--- src/rtl/neuron_ctrl.sv ---
// rtl/neuron_ctrl.sv - 4-phase LIF neuron sequencer with parameter loading.
// Optional refractory hold enabled by defining NEURON_REFRACTORY_EN.
module neuron_ctrl #(
  parameter int REFRACT_STEPS = 2,
  parameter int CNT_W         = 16
) (
  input  logic             clk,
  input  logic             rst,
  input  logic             cfg_load,
  output logic             cfg_ready,
  input  logic             in_valid,
  input  logic             in_spike,
  output logic             in_ready,
  input  logic             result,
  output logic             spike,
  output logic             spike_valid,
  output logic             mux_in,
  output logic             weight_en,
  output logic             decay_en,
  output logic             thresh_en,
  output logic             mult_en,
  output logic             acc_en,
  output logic             comp_en,
  output logic             store_en,
  output logic             weight_rst,
  output logic             decay_rst,
  output logic             thresh_rst,
  output logic             mult_rst,
  output logic             acc_rst,
  output logic             comp_rst,
  output logic             store_rst,
  output logic             out_valid,
  output logic             out_spike,
  output logic             busy,
  output logic [CNT_W-1:0] step_count
);

  localparam logic [2:0] S_CLR   = 3'd0;
  localparam logic [2:0] S_IDLE  = 3'd1;
  localparam logic [2:0] S_LOAD  = 3'd2;
  localparam logic [2:0] S_MULT  = 3'd3;
  localparam logic [2:0] S_ACC   = 3'd4;
  localparam logic [2:0] S_COMP  = 3'd5;
  localparam logic [2:0] S_STORE = 3'd6;

  logic [2:0] state;
  logic [2:0] state_nx;
  logic       accept;
  logic       refr_now;
  logic       refr_step;

  assign accept = (state == S_IDLE) && in_valid && !cfg_load;

`ifdef NEURON_REFRACTORY_EN
  localparam int REF_W = ($clog2(REFRACT_STEPS + 1) > 3) ? $clog2(REFRACT_STEPS + 1) : 3;
  logic [REF_W-1:0] ref_cnt;
  logic             ref_step_q;

  assign refr_now  = (ref_cnt != '0);
  assign refr_step = ref_step_q;

  // The counter is charged only by a genuine fire, never by a forced-silent step.
  always_ff @(posedge clk) begin
    if (rst) begin
      ref_cnt    <= '0;
      ref_step_q <= 1'b0;
    end else if (accept) begin
      ref_step_q <= refr_now;
      if (refr_now) ref_cnt <= ref_cnt - REF_W'(1);
    end else if (state == S_STORE && result && !ref_step_q) begin
      ref_cnt <= REF_W'(REFRACT_STEPS);
    end
  end
`else
  // Without the counter REFRACT_STEPS has no effect; every step is processed normally.
  assign refr_now  = (REFRACT_STEPS < 0);
  assign refr_step = 1'b0;
`endif

  always_comb begin
    state_nx = S_CLR;
    case (state)
      S_CLR:   state_nx = S_IDLE;
      S_IDLE: begin
        if (cfg_load)      state_nx = S_LOAD;
        else if (in_valid) state_nx = S_MULT;
        else               state_nx = S_IDLE;
      end
      S_LOAD:  state_nx = S_IDLE;
      S_MULT:  state_nx = S_ACC;
      S_ACC:   state_nx = S_COMP;
      S_COMP:  state_nx = S_STORE;
      S_STORE: state_nx = S_IDLE;
      default: state_nx = S_CLR;
    endcase
  end

  always_ff @(posedge clk) begin
    if (rst) begin
      state      <= S_CLR;
      spike      <= 1'b0;
      step_count <= '0;
    end else begin
      state <= state_nx;
      if (accept) spike <= in_spike && !refr_now;
      if (state == S_STORE) step_count <= step_count + CNT_W'(1);
    end
  end

  always_comb begin
    cfg_ready   = 1'b0;
    in_ready    = 1'b0;
    spike_valid = 1'b0;
    mux_in      = 1'b0;
    weight_en   = 1'b0;
    decay_en    = 1'b0;
    thresh_en   = 1'b0;
    mult_en     = 1'b0;
    acc_en      = 1'b0;
    comp_en     = 1'b0;
    store_en    = 1'b0;
    weight_rst  = 1'b0;
    decay_rst   = 1'b0;
    thresh_rst  = 1'b0;
    mult_rst    = 1'b0;
    acc_rst     = 1'b0;
    comp_rst    = 1'b0;
    store_rst   = 1'b0;
    out_valid   = 1'b0;
    out_spike   = 1'b0;
    case (state)
      S_CLR: begin
        weight_rst = 1'b1;
        decay_rst  = 1'b1;
        thresh_rst = 1'b1;
        mult_rst   = 1'b1;
        acc_rst    = 1'b1;
        comp_rst   = 1'b1;
        store_rst  = 1'b1;
      end
      S_IDLE: begin
        cfg_ready = 1'b1;
        in_ready  = !cfg_load;
      end
      S_LOAD: begin
        weight_en = 1'b1;
        decay_en  = 1'b1;
        thresh_en = 1'b1;
      end
      S_MULT: begin
        mult_en     = 1'b1;
        mux_in      = 1'b1;
        spike_valid = 1'b1;
        comp_rst    = 1'b1;
      end
      S_ACC: begin
        acc_en      = 1'b1;
        spike_valid = 1'b1;
      end
      S_COMP: comp_en = 1'b1;
      S_STORE: begin
        out_valid = 1'b1;
        out_spike = result && !refr_step;
        store_rst = result || refr_step;
        store_en  = !result && !refr_step;
      end
      default: ;
    endcase
  end

  assign busy = (state != S_IDLE);

endmodule

--- config.mk ---
export PLATFORM = sky130hd
export DESIGN_NAME = neuron_ctrl
export DESIGN_NICKNAME = d
export VERILOG_FILES = /design/src/rtl/neuron_ctrl.sv
export SDC_FILE = /design/constraint.sdc
export NUM_CORES = 1
export LEC_CHECK = 0
export CAP_MARGIN = 20
export CORE_MARGIN = 5
export CORE_UTILIZATION = 42
export CTS_CLUSTER_SIZE = 20
export DETAILED_ROUTE_END_ITERATION = 8
export PLACE_DENSITY = 0.79
export SLEW_MARGIN = 15
export SYNTH_ARGS = -nofsm -noshare
export SYNTH_HDL_FRONTEND = slang
export SYNTH_SLANG_ARGS = --single-unit
--- constraint.sdc ---
create_clock -name clk -period 2.1 [get_ports clk]
set_clock_uncertainty 0.05 [all_clocks]
set_input_delay 0.63 -clock clk [delete_from_list [all_inputs] [get_ports clk]]
set_output_delay 0.63 -clock clk [all_outputs]
set_load 0.02 [all_outputs]
# == Word-level counts from Yosys, hierarchy flattened ==
# Index checks and enable logic that the tools add are counted.
# word_totals
out_inout_bits,38
regBits,20
# op_classes
n_reduce_logical,8
muxes,16
addsub,1
eq_ne,7
# op_table
cell,count
adder 16 x 1 -> 16 bit (second input constant),1
one-hot mux 3 bit (5 select lines),1
two-way mux 1 bit,12
equality test 3 bit (second input constant),3
equality test 3 x 2 -> 1 bit (second input constant),2
two-way mux 2 bit,2
OR reduction 2 bit,2
equality test 3 x 1 -> 1 bit (second input constant),1
logical NOT 3 bit,1
!= test 3 x 1 -> 1 bit (second input constant),1
OR reduction 3 bit,1
logical AND 1 bit,2
logical NOT 1 bit,2
one-hot mux 1 bit (2 select lines),1

# == Depth between registers and ports, before layout ==
# Gate-level depths: netlist (run 1).
# depth
depth_word,3
ltp_mapped,6
ltp_nobuf,4

# == Worst setup path after synthesis (run 1) ==
# OpenSTA, ideal clock, no wires.
# synth_path
kind,register to output
from,register state[1]
to,output port store_rst
setup_slack_ps,-161
required_time_ps,1420
stages_incl_launch_ff,6
arrival_ps,1581
path_cell_list,dfxtp_1 > clkbuf_1 > and3b_2 > clkbuf_1 > and2_1 > or2_2
# synth_between
elab_chain_len,2
word_cells_on_any_way,3
# synth_rtl
item,line_no,source
start: declaration,46,logic [2:0] state;
start signal: assignment,104,state <= state_nx;
equality test 3 bit or logical NOT 3 bit (tied branches),131,case (state)
one-hot mux 1 bit (2 select lines) (*),131,
end: declaration,31,"output logic store_rst,"
# Mark *: on every way between the ends. The rest lies on a longest branch, timed or not.

# == Worst setup path in the final report (run 1) ==
# Ends and elaborated chain as after synthesis.

==> results of run 1 <==
[synthesized netlist by cell type (3+ instances only)]
master    instances
nand3_1           5
clkbuf_1          5
or2_2             3
or4_1             3
nand2_1           6
dfxtp_1          20
xnor2_1           4
nand4_1           4
nor3_1            6
or3_1             3
a21oi_1           8
buf_4             7
nor2_1           12
xor2_1            6
o31ai_1           3
[metrics by stage]
stage | setup WS, ns | instances | power [µW] | util (%) | setup TNS, ns
after global placement | -0.566 | 195 | 552 | 63.0 | -2.04
after global routing | -0.0910 | 215 | 848 | 72.2 | -0.389
after CTS | -0.209 | 210 | 778 | 68.2 | -0.330
final | -0.0232 | 215 | 816 | 72.2 | -0.0232
after detailed placement | -0.604 | 195 | 556 | 63.0 | -2.59
after floorplan | -0.0635 | 122 | 487 | - | -0.238
[layer usage]
| layer | global-route usage (%) | vias to the layer above | routed length (µm) |
|---|---|---|---|
| met1 | 20.0 | 520 | 1320 |
| met2 | 32.1 | 31 | 1740 |
| li1 | - | 545 | - |
| met4 | 7.59 | 0 | 65 |
| met5 | 0 | - | 0 |
| met3 | 1.73 | 6 | 102 |
[what timing repair did]
action / CTS / global route
gates resized for setup: 68 / 58
pin swaps: 1 / 6
setup endpoints to repair: 21 / 21
setup buffers: 11 / 7
hold endpoints to repair: 0 / 0
[path summary, 6_finish.rpt]
kind	startpoint	endpoint	slack (ns)
min reg2reg	state[0]	state[0]	0.40
min	state[0]	state[0]	0.40
max	state[1]	store_rst	-0.02
max reg2reg	state[1]	state[2]	0.04
[state kept, by name, indices dropped and copies added, names as in the netlist]
signal	flops
state	3
step_count	16
spike	1
[worst register-to-register path: stages, from the launching register on]
cell and delay [ns]:
dfxtp_2 0.37, buf_6 0.12, nand3b_1 0.13, buf_4 0.17, buf_4 0.12, buf_4 0.12
buf_4 0.12, buf_4 0.12, buf_4 0.12, buf_4 0.12, buf_4 0.12, buf_6 0.10
buf_6 0.10, a21oi_2 0.11
[kinds of logic after synthesis]
| family | Yosys count |
|---|---|
| and+or+nand+nor | 60 |
| DFF | 20 |
| buffers and inverters | 16 |
| AOI/OAI and AO/OA | 14 |
| xor gates and xnor gates | 10 |
| muxes | 1 |
| adders and majority gates | 1 |
[report_power, final]
part / leakage, µW / internal, µW / switching (µW) / total [µW]
logic: 0.000573 / 111 / 98.9 / 210
registers: 0.000163 / 383 / 4.54 / 388
clock network: 0.0000210 / 106 / 113 / 219
[cells in the final DEF, fill, tap and decap left out, drive strengths merged, types with 4 or more instances in the layout]
master	instances
a21oi	8
buf	43
clkbuf	9
clkdlybuf4s50	18
dfxtp	20
nand2	6
nand3	7
nand4	4
nor2	12
nor3	6
xnor2	4
xor2	6
[layout make-up]
cell class	count	area, µm²	share of cell area (%)
timing repair buffer	73	661	37.6
clock buffer	4	36.3	2.07
multi-input combinational	86	607	34.6
inverter	2	7.51	0.428
sequential	20	407	23.2
tap	30	37.5	2.14
==> results.cfg, run 1 <==
[timing]
min_period_over_period_pct = 101
rsz0062_at_grt = yes
relSlewSlack_pct = 78.6
tightest_slew_ns = 0.318
whs_ns = 0.403
period_needed_ns = 2.12
maxSlewViolCount = 0
finalHoldViolCount = 0
max_freq_mhz = 471
setup_viol = 1
finalWorstSetupSlack_ns = -0.0232

[logic_synthesis]
ys_types = 35
syn_area_um2 = 1050
synth-compound-area-share_pct = 7.89
synth_ff_type = dfxtp_1
yosysSeqAreaShare_pct = 38.2
synth-xor-area-share_pct = 8.36
synthArstFlopShare_pct = 0
synth_warnings = 0
syn_avg_cell_area_um2 = 8.58
synth_top_family_by_area = simple AND/OR/NAND/NOR gates
yosys.area.top_type = dfxtp_1
ys_seq_elements = 20
synth_area_leaders = dfxtp_1 (38%), buf_4 (5.0%), xor2_1 (5.0%), nor2_1 (4.3%), a21oi_1 (3.8%)
yosys.area_share.simple_pct = 33.7
synth_edf_count = 0
muxShareOfSynthArea_pct = 0.956
synthAdderAreaFrac_pct = 1.19
netlist.area_leader.share_pct = 38.2
syn_nets = 129
synthCells = 122

[setup_path]
critPathTopFamily = simple AND/OR/NAND/NOR gates
cp-end-kind = primary output
r2r_cells = 13
cp_num_cells = 5
critPathLaunchType = register
crit_required_ns = 1.42
critPathMaxFanout = 3
cp.arrival_ns = 1.44
crit_path_top_delay_cell = dfxtp_2
crit_path_max_incr_delay_ns = 0.35
worstSetupPathType = reg2out
crit_chain = buf_6 > and3b_2 > and2_4 > or2_4 > buf_6
cp_common_cell = buf_6
path_buf_inv = 2

[final_layout]
drive_gt1_share_pct = 40.0
num_antenna_cells = 0
finish.instance_area_um2 = 1760
syn_to_final_growth_pct = 67.6
fillers = 176
nets = 193

[die]
die_h_um = 59.9
start_util_pct = 43.1
fp.dieW_um = 59.9
ios = 44
rows = 18
die-area_um2 = 3590
core_area_um2 = 2430

[cts]
cts_buffers = 3
root_buffer = clkbuf_4
clk_latency_ns = 0.29
clkTransAtPathRegs_ns = 0.11
clock-sinks = 20
ctsHoldBuffers = 0
htree_levels = 1
clockBufferDepth = 2
cts_tree = yes

[place]
port_buffers = 43
placed_cell_area_um2 = 1530
hpwl_mm = 2.01
routabilityCongestion = 0.819

[global_routing]
grt_max_degree = 21
grt.overflow.total = 0
grt_pass1_wl_mm = 4.82
antenna_found_initial = 0
grt_pass1_vias = 1104
grt_use_total_pct = 17.4

[detailed_routing]
wirelength_mm = 3.23
drc_errors = 0
vias = 1102
firstDrtPassIters = 4
post_drt_wl_per_cell_um = 15.0
drt_iter0_markers = 36
via_per_inst = 5.13
ant_nets = 0

[worst_hold_path]
hp-class = reg2reg
whs_path_depth = 1

[run]
maxCapViolations = 0

[power_and_ir_drop]
power.density_nw_per_um2 = 465
irDropWorstVdd_uv = 402
p_leak_uw = 0.000757

[status]
violations = setup timing
outcome = finished with violations
Power figures use the tool's default switching activity.
==> inputs of run 2 (changes only) <==
--- a/config.mk
+++ b/config.mk
@@ -10,7 +10,9 @@
 export CORE_UTILIZATION = 42
 export CTS_CLUSTER_SIZE = 20
 export DETAILED_ROUTE_END_ITERATION = 8
+export HOLD_SLACK_MARGIN = 0.06
 export PLACE_DENSITY = 0.79
+export SETUP_SLACK_MARGIN = 0.4
 export SLEW_MARGIN = 15
 export SYNTH_ARGS = -nofsm -noshare
 export SYNTH_HDL_FRONTEND = slang
==> run 2 against run 1 <==
- utilization grew 9.8 points
- via count grew 7.2%
- worst setup slack improved by 0.013 ns
- largest power group unchanged
- count of clock-buffer cells in the layout shrank 1
- register-to-register slack worse by 0.02 ns
- largest cell class unchanged
- global-route usage increased by 1.5 points
- die area is the same
- total power is 15% higher
- maximum frequency increased by 0.60%
- worst hold slack gained 0.052 ns
- the flow still finishes with violations (setup timing)
- design area increased by 14%
==> results.cfg, run 2 (same netlist as run 1, synthesis figures left out) <==
[final_layout]
largest_register = step_count
drive_gt1_share_pct = 62.0
nets = 208
num_antenna_cells = 0
syn_to_final_growth_pct = 90.4
reg_top3 = step_count x16, state x3, spike x1
final_cell_mix = buf_4 (35), buf_6 (31), dfxtp_2 (12)
largest_reg_flops = 16
final_common_cell = buf_4

[place]
hpwl_mm = 1.98
routabilityCongestion = 0.796
port_buffers = 43

[timing]
period_needed_ns = 2.11
whs_ns = 0.455
finalHoldViolCount = 0
max_freq_mhz = 474
min_period_over_period_pct = 100
tightest_slew_ns = 0.368
maxSlewViolCount = 0
setup_viol = 1
relSlewSlack_pct = 75.3
rsz0062_at_grt = yes
finalWorstSetupSlack_ns = -0.0105

[cts]
ctsHoldBuffers = 0
cts_buffers = 3
cts_tree = yes
clock-sinks = 20
clkTransAtPathRegs_ns = 0.12
root_buffer = clkbuf_4
clockBufferDepth = 2
htree_levels = 1
clk_latency_ns = 0.31

[detailed_routing]
vias = 1181
drc_errors = 0
ant_nets = 0
wirelength_mm = 3.36
via_per_inst = 5.13
drt_iter0_markers = 34
firstDrtPassIters = 4
post_drt_wl_per_cell_um = 14.6

[power_and_ir_drop]
p_leak_uw = 0.000825
power.density_nw_per_um2 = 469
irDropWorstVdd_uv = 517
p_total_uw = 935

[global_routing]
grt_pass1_vias = 1184
grt_max_degree = 13
antenna_found_initial = 0
grt_use_total_pct = 19.0
grt_pass1_wl_mm = 5.24
grt.overflow.total = 0

[worst_hold_path]
min_to = step_count[15]
whs_path_depth = 2
hp-class = reg2reg
min-delay-start = step_count[15]

[setup_path]
crit_required_ns = 1.42
reg2reg_to = state[2]
worstSetupPathType = reg2out
critPathMaxFanout = 5
cp-end-kind = primary output
rr_startpoint = state[0]
cp.arrival_ns = 1.43
ff2ff_setup_slack_ns = 0.02
critPathLaunchType = register
r2r_cells = 13

[die]
core_area_um2 = 2430
die_h_um = 59.9
die-area_um2 = 3590
fp.dieW_um = 59.9
ios = 44
start_util_pct = 43.1
rows = 18

[run]
maxCapViolations = 0

[status]
violations = setup timing
outcome = finished with violations
[run 2: cell type report]
class	count	area (µm²)
timing repair buffer	88	825
clock inverter	1	30.0
inverter	2	7.51
fill	150	438
clock buffer	3	22.5
tap	30	37.5
multi-input combinational	86	642
sequential	20	430
[run 2: critical path, cell delays in order, from the launching register on]
cell and delay [ns]:
dfxtp_4 0.39, and3b_2 0.23, and2_4 0.14, or2_4 0.22
buf_6 0.13
[run 2: worst max path at each step]
| stage | from | endpoint | slack, ns | cells after the start |
|---|---|---|---|---|
| after floorplan | state[0] | store_rst | 0.21 | 5 |
| after global placement | result | store_rst | -0.53 | 4 |
| after detailed placement | result | store_rst | -0.56 | 4 |
| after CTS | state[0] | spike_valid | -0.009 | 5 |
| after global routing | state[0] | store_rst | -0.06 | 4 |
| final | state[0] | store_rst | -0.01 | 4 |
[run 2: routing by layer]
layer | up-vias | wire, µm | track usage (%)
li1 | 576 | - | -
met1 | 561 | 1300 | 20.2
met2 | 41 | 1870 | 36.6
met5 | - | 0 | 0
met4 | 0 | 30 | 7.59
met3 | 3 | 162 | 2.59
[run 2: stage by stage]
stage	instance area (µm²)	cells	utilization, %	setup WS, ns	setup TNS (ns)
CTS	1860	220	76.6	-0.00935	-0.0179
global route	1990	230	82.0	-0.0569	-0.306
global placement	1620	201	66.7	-0.534	-2.21
finish	1990	230	82.0	-0.0105	-0.0105
floorplan	1130	122	-	0.210	0
detailed placement	1620	201	66.7	-0.556	-2.30
[run 2: what timing repair did]
item | CTS | global route
resized for setup | 186 | 36
buffers inserted | 15 | 10
pin swaps | 6 | 13
setup endpoints to repair | 42 | 42
[run 2: power by group]
part,internal [µW],switching (µW)
combinational,128,101
clock,193,126
sequential,381,6.15
